--- src/rtl/uart_pkg.sv ---
// Shared types and helpers for the UART transmit scheduler.
// Holds the FSM state encoding, the line idle level and the frame-length calculation.
package uart_pkg;

  typedef enum logic {
    ST_IDLE = 1'b0,
    ST_SEND = 1'b1
  } tx_state_t;

  localparam logic IDLE_LVL = 1'b1;

  // Baud periods in one frame: start + data + optional parity + stop bits.
  function automatic int frame_len(input int data_w, input int parity_en, input int stop_bits);
    return 1 + data_w + parity_en + stop_bits;
  endfunction

endpackage

--- src/rtl/uart_rr_arb2.sv ---
// Two-way round-robin arbiter producing a one-hot grant in the same cycle (combinational).
// On a tie, the client that did not win last time is granted; with enable low, nothing is granted.
module uart_rr_arb2 (
  input  logic [1:0] valid,
  input  logic       last_grant,
  input  logic       enable,
  output logic [1:0] grant
);

  always_comb begin
    grant = 2'b00;
    if (enable) begin
      if (valid == 2'b11) begin
        grant = last_grant ? 2'b01 : 2'b10;
      end else begin
        grant = valid;
      end
    end
  end

endmodule

--- src/rtl/uart_tx_sched.sv ---
// Arbitrates two byte clients and serialises the granted byte onto txd, paced by clk_bps.
// A ready is given only in IDLE; requests arriving during a frame are held until it ends.
module uart_tx_sched
  import uart_pkg::*;
#(
  parameter int DATA_W    = 8,
  parameter int PARITY_EN = 0,
  parameter int STOP_BITS = 1
) (
  input  logic              clk,
  input  logic              rst_n,
  input  logic              req0_valid,
  input  logic [DATA_W-1:0] req0_data,
  output logic              req0_ready,
  input  logic              req1_valid,
  input  logic [DATA_W-1:0] req1_data,
  output logic              req1_ready,
  output logic              bps_start,
  input  logic              clk_bps,
  output logic              txd,
  output logic              busy,
  output logic              grant_id,
  output logic              tx_done
);

  localparam int FRAME = frame_len(DATA_W, PARITY_EN, STOP_BITS);
  localparam int CNT_W = $clog2(FRAME + 2);

  localparam logic [CNT_W-1:0] POS_START     = CNT_W'(1);
  localparam logic [CNT_W-1:0] POS_LAST_DATA = CNT_W'(DATA_W + 1);
  localparam logic [CNT_W-1:0] POS_PARITY    = CNT_W'(DATA_W + 2);
  localparam logic [CNT_W-1:0] POS_END       = CNT_W'(FRAME + 1);

  tx_state_t          state;
  logic [CNT_W-1:0]   cnt;
  logic [CNT_W-1:0]   cnt_nxt;
  logic [DATA_W-1:0]  shreg;
  logic               par_bit;
  logic               last_grant;
  logic [1:0]         grant;
  logic               arb_en;
  logic [DATA_W-1:0]  sel_data;

  // Readys are held low while reset is asserted so nothing is accepted then.
  assign arb_en = rst_n && (state == ST_IDLE);

  uart_rr_arb2 u_arb (
    .valid      ({req1_valid, req0_valid}),
    .last_grant (last_grant),
    .enable     (arb_en),
    .grant      (grant)
  );

  assign req0_ready = grant[0];
  assign req1_ready = grant[1];
  assign sel_data   = grant[1] ? req1_data : req0_data;
  assign cnt_nxt    = cnt + CNT_W'(1);

  always_ff @(posedge clk or negedge rst_n) begin
    if (!rst_n) begin
      state      <= ST_IDLE;
      cnt        <= '0;
      shreg      <= '0;
      par_bit    <= 1'b0;
      last_grant <= 1'b1;
      grant_id   <= 1'b0;
      txd        <= IDLE_LVL;
      busy       <= 1'b0;
      bps_start  <= 1'b0;
      tx_done    <= 1'b0;
    end else begin
      tx_done <= 1'b0;
      case (state)
        ST_IDLE: begin
          if (|grant) begin
            shreg      <= sel_data;
            par_bit    <= ^sel_data;
            grant_id   <= grant[1];
            last_grant <= grant[1];
            busy       <= 1'b1;
            bps_start  <= 1'b1;
            cnt        <= '0;
            state      <= ST_SEND;
          end
        end
        ST_SEND: begin
          if (clk_bps) begin
            cnt <= cnt_nxt;
            // The final tick closes the last stop-bit period rather than starting a new bit.
            if (cnt_nxt == POS_END) begin
              txd       <= IDLE_LVL;
              bps_start <= 1'b0;
              busy      <= 1'b0;
              tx_done   <= 1'b1;
              state     <= ST_IDLE;
            end else if (cnt_nxt == POS_START) begin
              txd <= 1'b0;
            end else if (cnt_nxt <= POS_LAST_DATA) begin
              txd   <= shreg[0];
              shreg <= shreg >> 1;
            end else if ((PARITY_EN != 0) && (cnt_nxt == POS_PARITY)) begin
              txd <= par_bit;
            end else begin
              txd <= IDLE_LVL;
            end
          end
        end
        default: state <= ST_IDLE;
      endcase
    end
  end

endmodule

--- config.mk ---
export PLATFORM = sky130hd
export DESIGN_NAME = uart_tx_sched
export DESIGN_NICKNAME = d
export VERILOG_FILES = /design/src/rtl/uart_pkg.sv /design/src/rtl/uart_rr_arb2.sv /design/src/rtl/uart_tx_sched.sv
export SDC_FILE = /design/constraint.sdc
export NUM_CORES = 1
export LEC_CHECK = 0
export ABC_AREA = 1
export ABC_CLOCK_PERIOD_IN_PS = 1950
export CORE_MARGIN = 2
export CORE_UTILIZATION = 48
export DETAILED_ROUTE_END_ITERATION = 16
export PLACE_DENSITY = 0.78
export SKIP_LAST_GASP = 1
export SLEW_MARGIN = 20
export SYNTH_ARGS = -nofsm -noshare
export SYNTH_HDL_FRONTEND = slang
export SYNTH_SLANG_ARGS = --single-unit
--- constraint.sdc ---
create_clock -name clk -period 1.95 [get_ports clk]
set_input_delay 0.39 -clock clk [delete_from_list [all_inputs] [get_ports clk]]
set_output_delay 0.39 -clock clk [all_outputs]
set_load 0.02 [all_outputs]
==> metrics.log <==
[metrics] outcome: finished clean
[metrics] M1 WL: 1270 um
[metrics] fin util: 0.665
[metrics] topmost layer with routed signal wires: met4
[metrics] min-delay worst type: reg -> reg
[metrics] post-CTS setup buffer count: 0
[metrics] Max VDD drop: 0.722 mV
[metrics] post-synth net total: 192
[metrics] count of non-filler cells in the finished layout: 237
[metrics] drc violations: 0
[metrics] vias in the first global route: 1029
[metrics] flip-flop and latch count after synthesis: 18
[metrics] Reg2Reg Capture Point: shreg[0]
[metrics] slew of the pin with the lowest slew margin: 0.313 ns
[metrics] count of hold buffers inserted by post-cts repair: 0
[metrics] Max Fanout on Critical Path: 2
[metrics] number of vias in the routed layout: 1133
[metrics] final sum of negative setup slack: 0 ns
[metrics] Clock Pin Slew Worst Setup and Hold Paths: approximately 0.10 ns
[metrics] CP Cell Sequence: clkdlybuf4s50_1
[metrics] cell family contributing the most delay on the critical path: buffers and inverters
[metrics] count of boundary I/O pins: 28
[metrics] Starting Density: 0.503
[metrics] final net count: ~230
[metrics] antenna violations before repair: 0
[metrics] Vias/cell: 4.78
[metrics] number of buffers inserted during clock tree synthesis: 3
[metrics] overall die width: 54.7 um
[metrics] Crit path required time: 1.56 ns
[metrics] final max-slew violation count: 0
[metrics] P_leak: about 0.0009 uW
[metrics] hpwl dp: around 2100 um
[metrics] fraction of final layout cells with drive strength greater than 1: 0.198
[metrics] kind of start point of the critical path: flop
[metrics] Synth Cell Area: 1230 um^2
[metrics] beginning of the worst register-to-register path: cnt[0]
[metrics] placement row count: 18
[metrics] FF/Latch Area: 453 um^2
[metrics] worst stage delay on the critical path: around 0.60 ns
[metrics] Die ar.: 2990 um^2
[metrics] Synth Warn #: 0
[metrics] maximum number of pins on one net before global-route repair: 14
[metrics] Register-to-Register Path Depth: 10
[metrics] routability-driven placement congestion ratio: slightly above 0.8
[metrics] GR Overflow Total: 0
[metrics] number of DRC markers in iteration 0: 30
[metrics] number of max-cap violations: 0
[metrics] Diodes inserted: 0
[metrics] number of placed instances with taps included: 233
[metrics] final period utilization: 0.937
[metrics] number of instances resized during post-cts repair: 3
[metrics] maximum clock frequency: around 0.55 GHz
[metrics] later-pin clock latency in the skew report: 0.29 ns
[metrics] Cell Pwr Density: between 1000 and 1500 nW/um^2
[metrics] H-tree depth: 1
[metrics] PortBufs: 27
[metrics] Core Box Area: roughly 2500 um^2
[metrics] arrival time worst endpoint: around 1.4 ns
[metrics] global-route wire length before repair: 4210 um
[metrics] antenna violation net count after detailed routing: 0
[metrics] Crit-path slowest cell: sky130_fd_sc_hd__clkdlybuf4s50_1
[metrics] instance count of the mapped netlist: 167
[metrics] max-slew headroom at the worst pin: 0.791
[metrics] count of TritonRoute iterations in the first routing pass: 4
[metrics] CTS sink count: 18
[metrics] metal3 WL: 63 um
[metrics] wire length after detailed routing: 2660 um
[metrics] kind of critical path: reg -> out
[metrics] post-synthesis sequential area ratio: 0.367
[metrics] count of filler cells inserted in the layout: 220
[metrics] Finish-stage setup viols: 0
[metrics] total length of routed met2 wires: 1320 um
[metrics] number of distinct standard cells referenced by the synthesized netlist: 27
[metrics] drt wl/cell: 11.2 um
[metrics] worst min-delay path endpoint: shreg[1]
[metrics] area occupied by multi-input gates: 648 um^2
[metrics] hold depth: 2
[metrics] cell at the root of the clock tree: sky130_fd_sc_hd__clkbuf_4
[metrics] synthesized area divided by synthesized cell count: 7.39 um^2
[metrics] overall die height: 54.7 um
[metrics] shortest clock period the worst path allows after layout: 1.83 ns
[metrics] final setup skew: 0.00119 ns
[metrics] TritonCTS clock tree: built
[metrics] setup slack on the worst flop-to-flop path: 0.23 ns
[metrics] WP buf/inv: 1
[metrics] unrepaired setup endpoints after global routing: no
[metrics] critical path endpoint category: primary output
[metrics] number of hold violations in the final report: 0
[metrics] total track usage: 0.196
[metrics] Syn-to-layout area delta: 32.3%
[metrics] CTS max path bufs: 2
[metrics] post-route worst hold slack: 0.483 ns
[metrics] origin of the worst min-delay path: shreg[1]
[synthesized netlist by cell type, drive strengths merged]
cell	n	area, um^2
o22ai	1	6.26
nand4	2	12.5
o21ai	7	38.8
nand3	20	110
inv	27	109
buf	2	18.8
clkinv	1	5.00
a21oi	2	10.0
dfstp	2	52.6
dfrtp	16	400
or2	1	6.26
nor3b	1	7.51
ha	4	50.1
nor2	9	91.3
nand2	71	308
nand3b	1	7.51
[area by class of cell]
class                      instances  share of cell area
multi-input combinational        119               0.397
tap                               30              0.0230
timing repair buffer              38               0.210
sequential                        18               0.278
clock buffer                       4              0.0222
inverter                          28              0.0698
[kinds of logic (layout without fill, tap and decap cells)]
logic type	Yosys count	after routing	synth area share
simple gates	105	105	0.440
fa+ha+maj	4	4	0.0406
flops	18	18	0.367
buf+inv	30	70	0.107
compound gates	10	10	0.0446
[report_power, final]
part	internal, uW	switching [uW]	total (uW)
logic	410	607	1020
registers	523	122	645
clock network	114	118	232
[flip-flops by register name, indices dropped and copies added, names as in the netlist]
name and count:
shreg 8, cnt 4, busy 1, grant_id 1, last_grant 1, state 1
tx_done 1, txd 1
[layer usage]
layer	up-vias	global-route usage
li1	598	-
met1	518	0.237
met2	15	0.341
met3	2	0.0355
met4	0	0.0750
met5	-	0
[worst max-delay path by stage]
stage | from | end | slack (ns) | cells after the start
after floorplan | cnt[0] | shreg[0] | 0.44 | 9
after global placement | rst_n | req1_ready | -0.29 | 5
after detailed placement | rst_n | req0_ready | -0.30 | 6
after CTS | rst_n | req0_ready | -0.02 | 6
after global routing | cnt[0] | shreg[0] | 0.03 | 10
final | txd | txd | 0.12 | 1
[cells in the final DEF, fill, tap and decap left out]
cell type / netlist / routed
sky130_fd_sc_hd__a21oi_1: 2 / 2
sky130_fd_sc_hd__buf_4: 1 / 11
sky130_fd_sc_hd__clkbuf_2: 0 / 2
sky130_fd_sc_hd__clkbuf_4: 0 / 3
sky130_fd_sc_hd__clkbuf_8: 0 / 1
sky130_fd_sc_hd__clkdlybuf4s50_1: 0 / 25
sky130_fd_sc_hd__clkinv_2: 1 / 1
sky130_fd_sc_hd__dfrtp_1: 16 / 16
sky130_fd_sc_hd__dfstp_2: 2 / 2
sky130_fd_sc_hd__ha_1: 4 / 4
sky130_fd_sc_hd__inv_1: 23 / 23
sky130_fd_sc_hd__inv_2: 3 / 3
sky130_fd_sc_hd__inv_8: 1 / 1
sky130_fd_sc_hd__nand2_1: 64 / 64
sky130_fd_sc_hd__nand2_2: 4 / 4
sky130_fd_sc_hd__nand2_4: 2 / 2
sky130_fd_sc_hd__nand2_8: 1 / 1
sky130_fd_sc_hd__nand3_1: 18 / 18
sky130_fd_sc_hd__nand3_2: 2 / 2
sky130_fd_sc_hd__nand3b_1: 1 / 1
sky130_fd_sc_hd__nand4_1: 2 / 2
sky130_fd_sc_hd__nor2_1: 3 / 3
sky130_fd_sc_hd__nor2_2: 1 / 1
sky130_fd_sc_hd__nor2_4: 3 / 3
sky130_fd_sc_hd__nor2_8: 2 / 2
sky130_fd_sc_hd__nor3b_1: 1 / 1
sky130_fd_sc_hd__o21ai_0: 6 / 6
sky130_fd_sc_hd__o21ai_2: 1 / 1
sky130_fd_sc_hd__o22ai_1: 1 / 1
sky130_fd_sc_hd__or2_2: 1 / 1
[stage by stage]
step	cell area [um^2]	worst slack [ns]	power [uW]
finish	1630	0.123	1890
detailed placement	1610	-0.296	1680
global placement	1610	-0.286	1630
CTS	1640	-0.0178	1920
global route	1630	0.0275	2080
floorplan	1230	0.443	1390
Power figures use the tool's default switching activity.
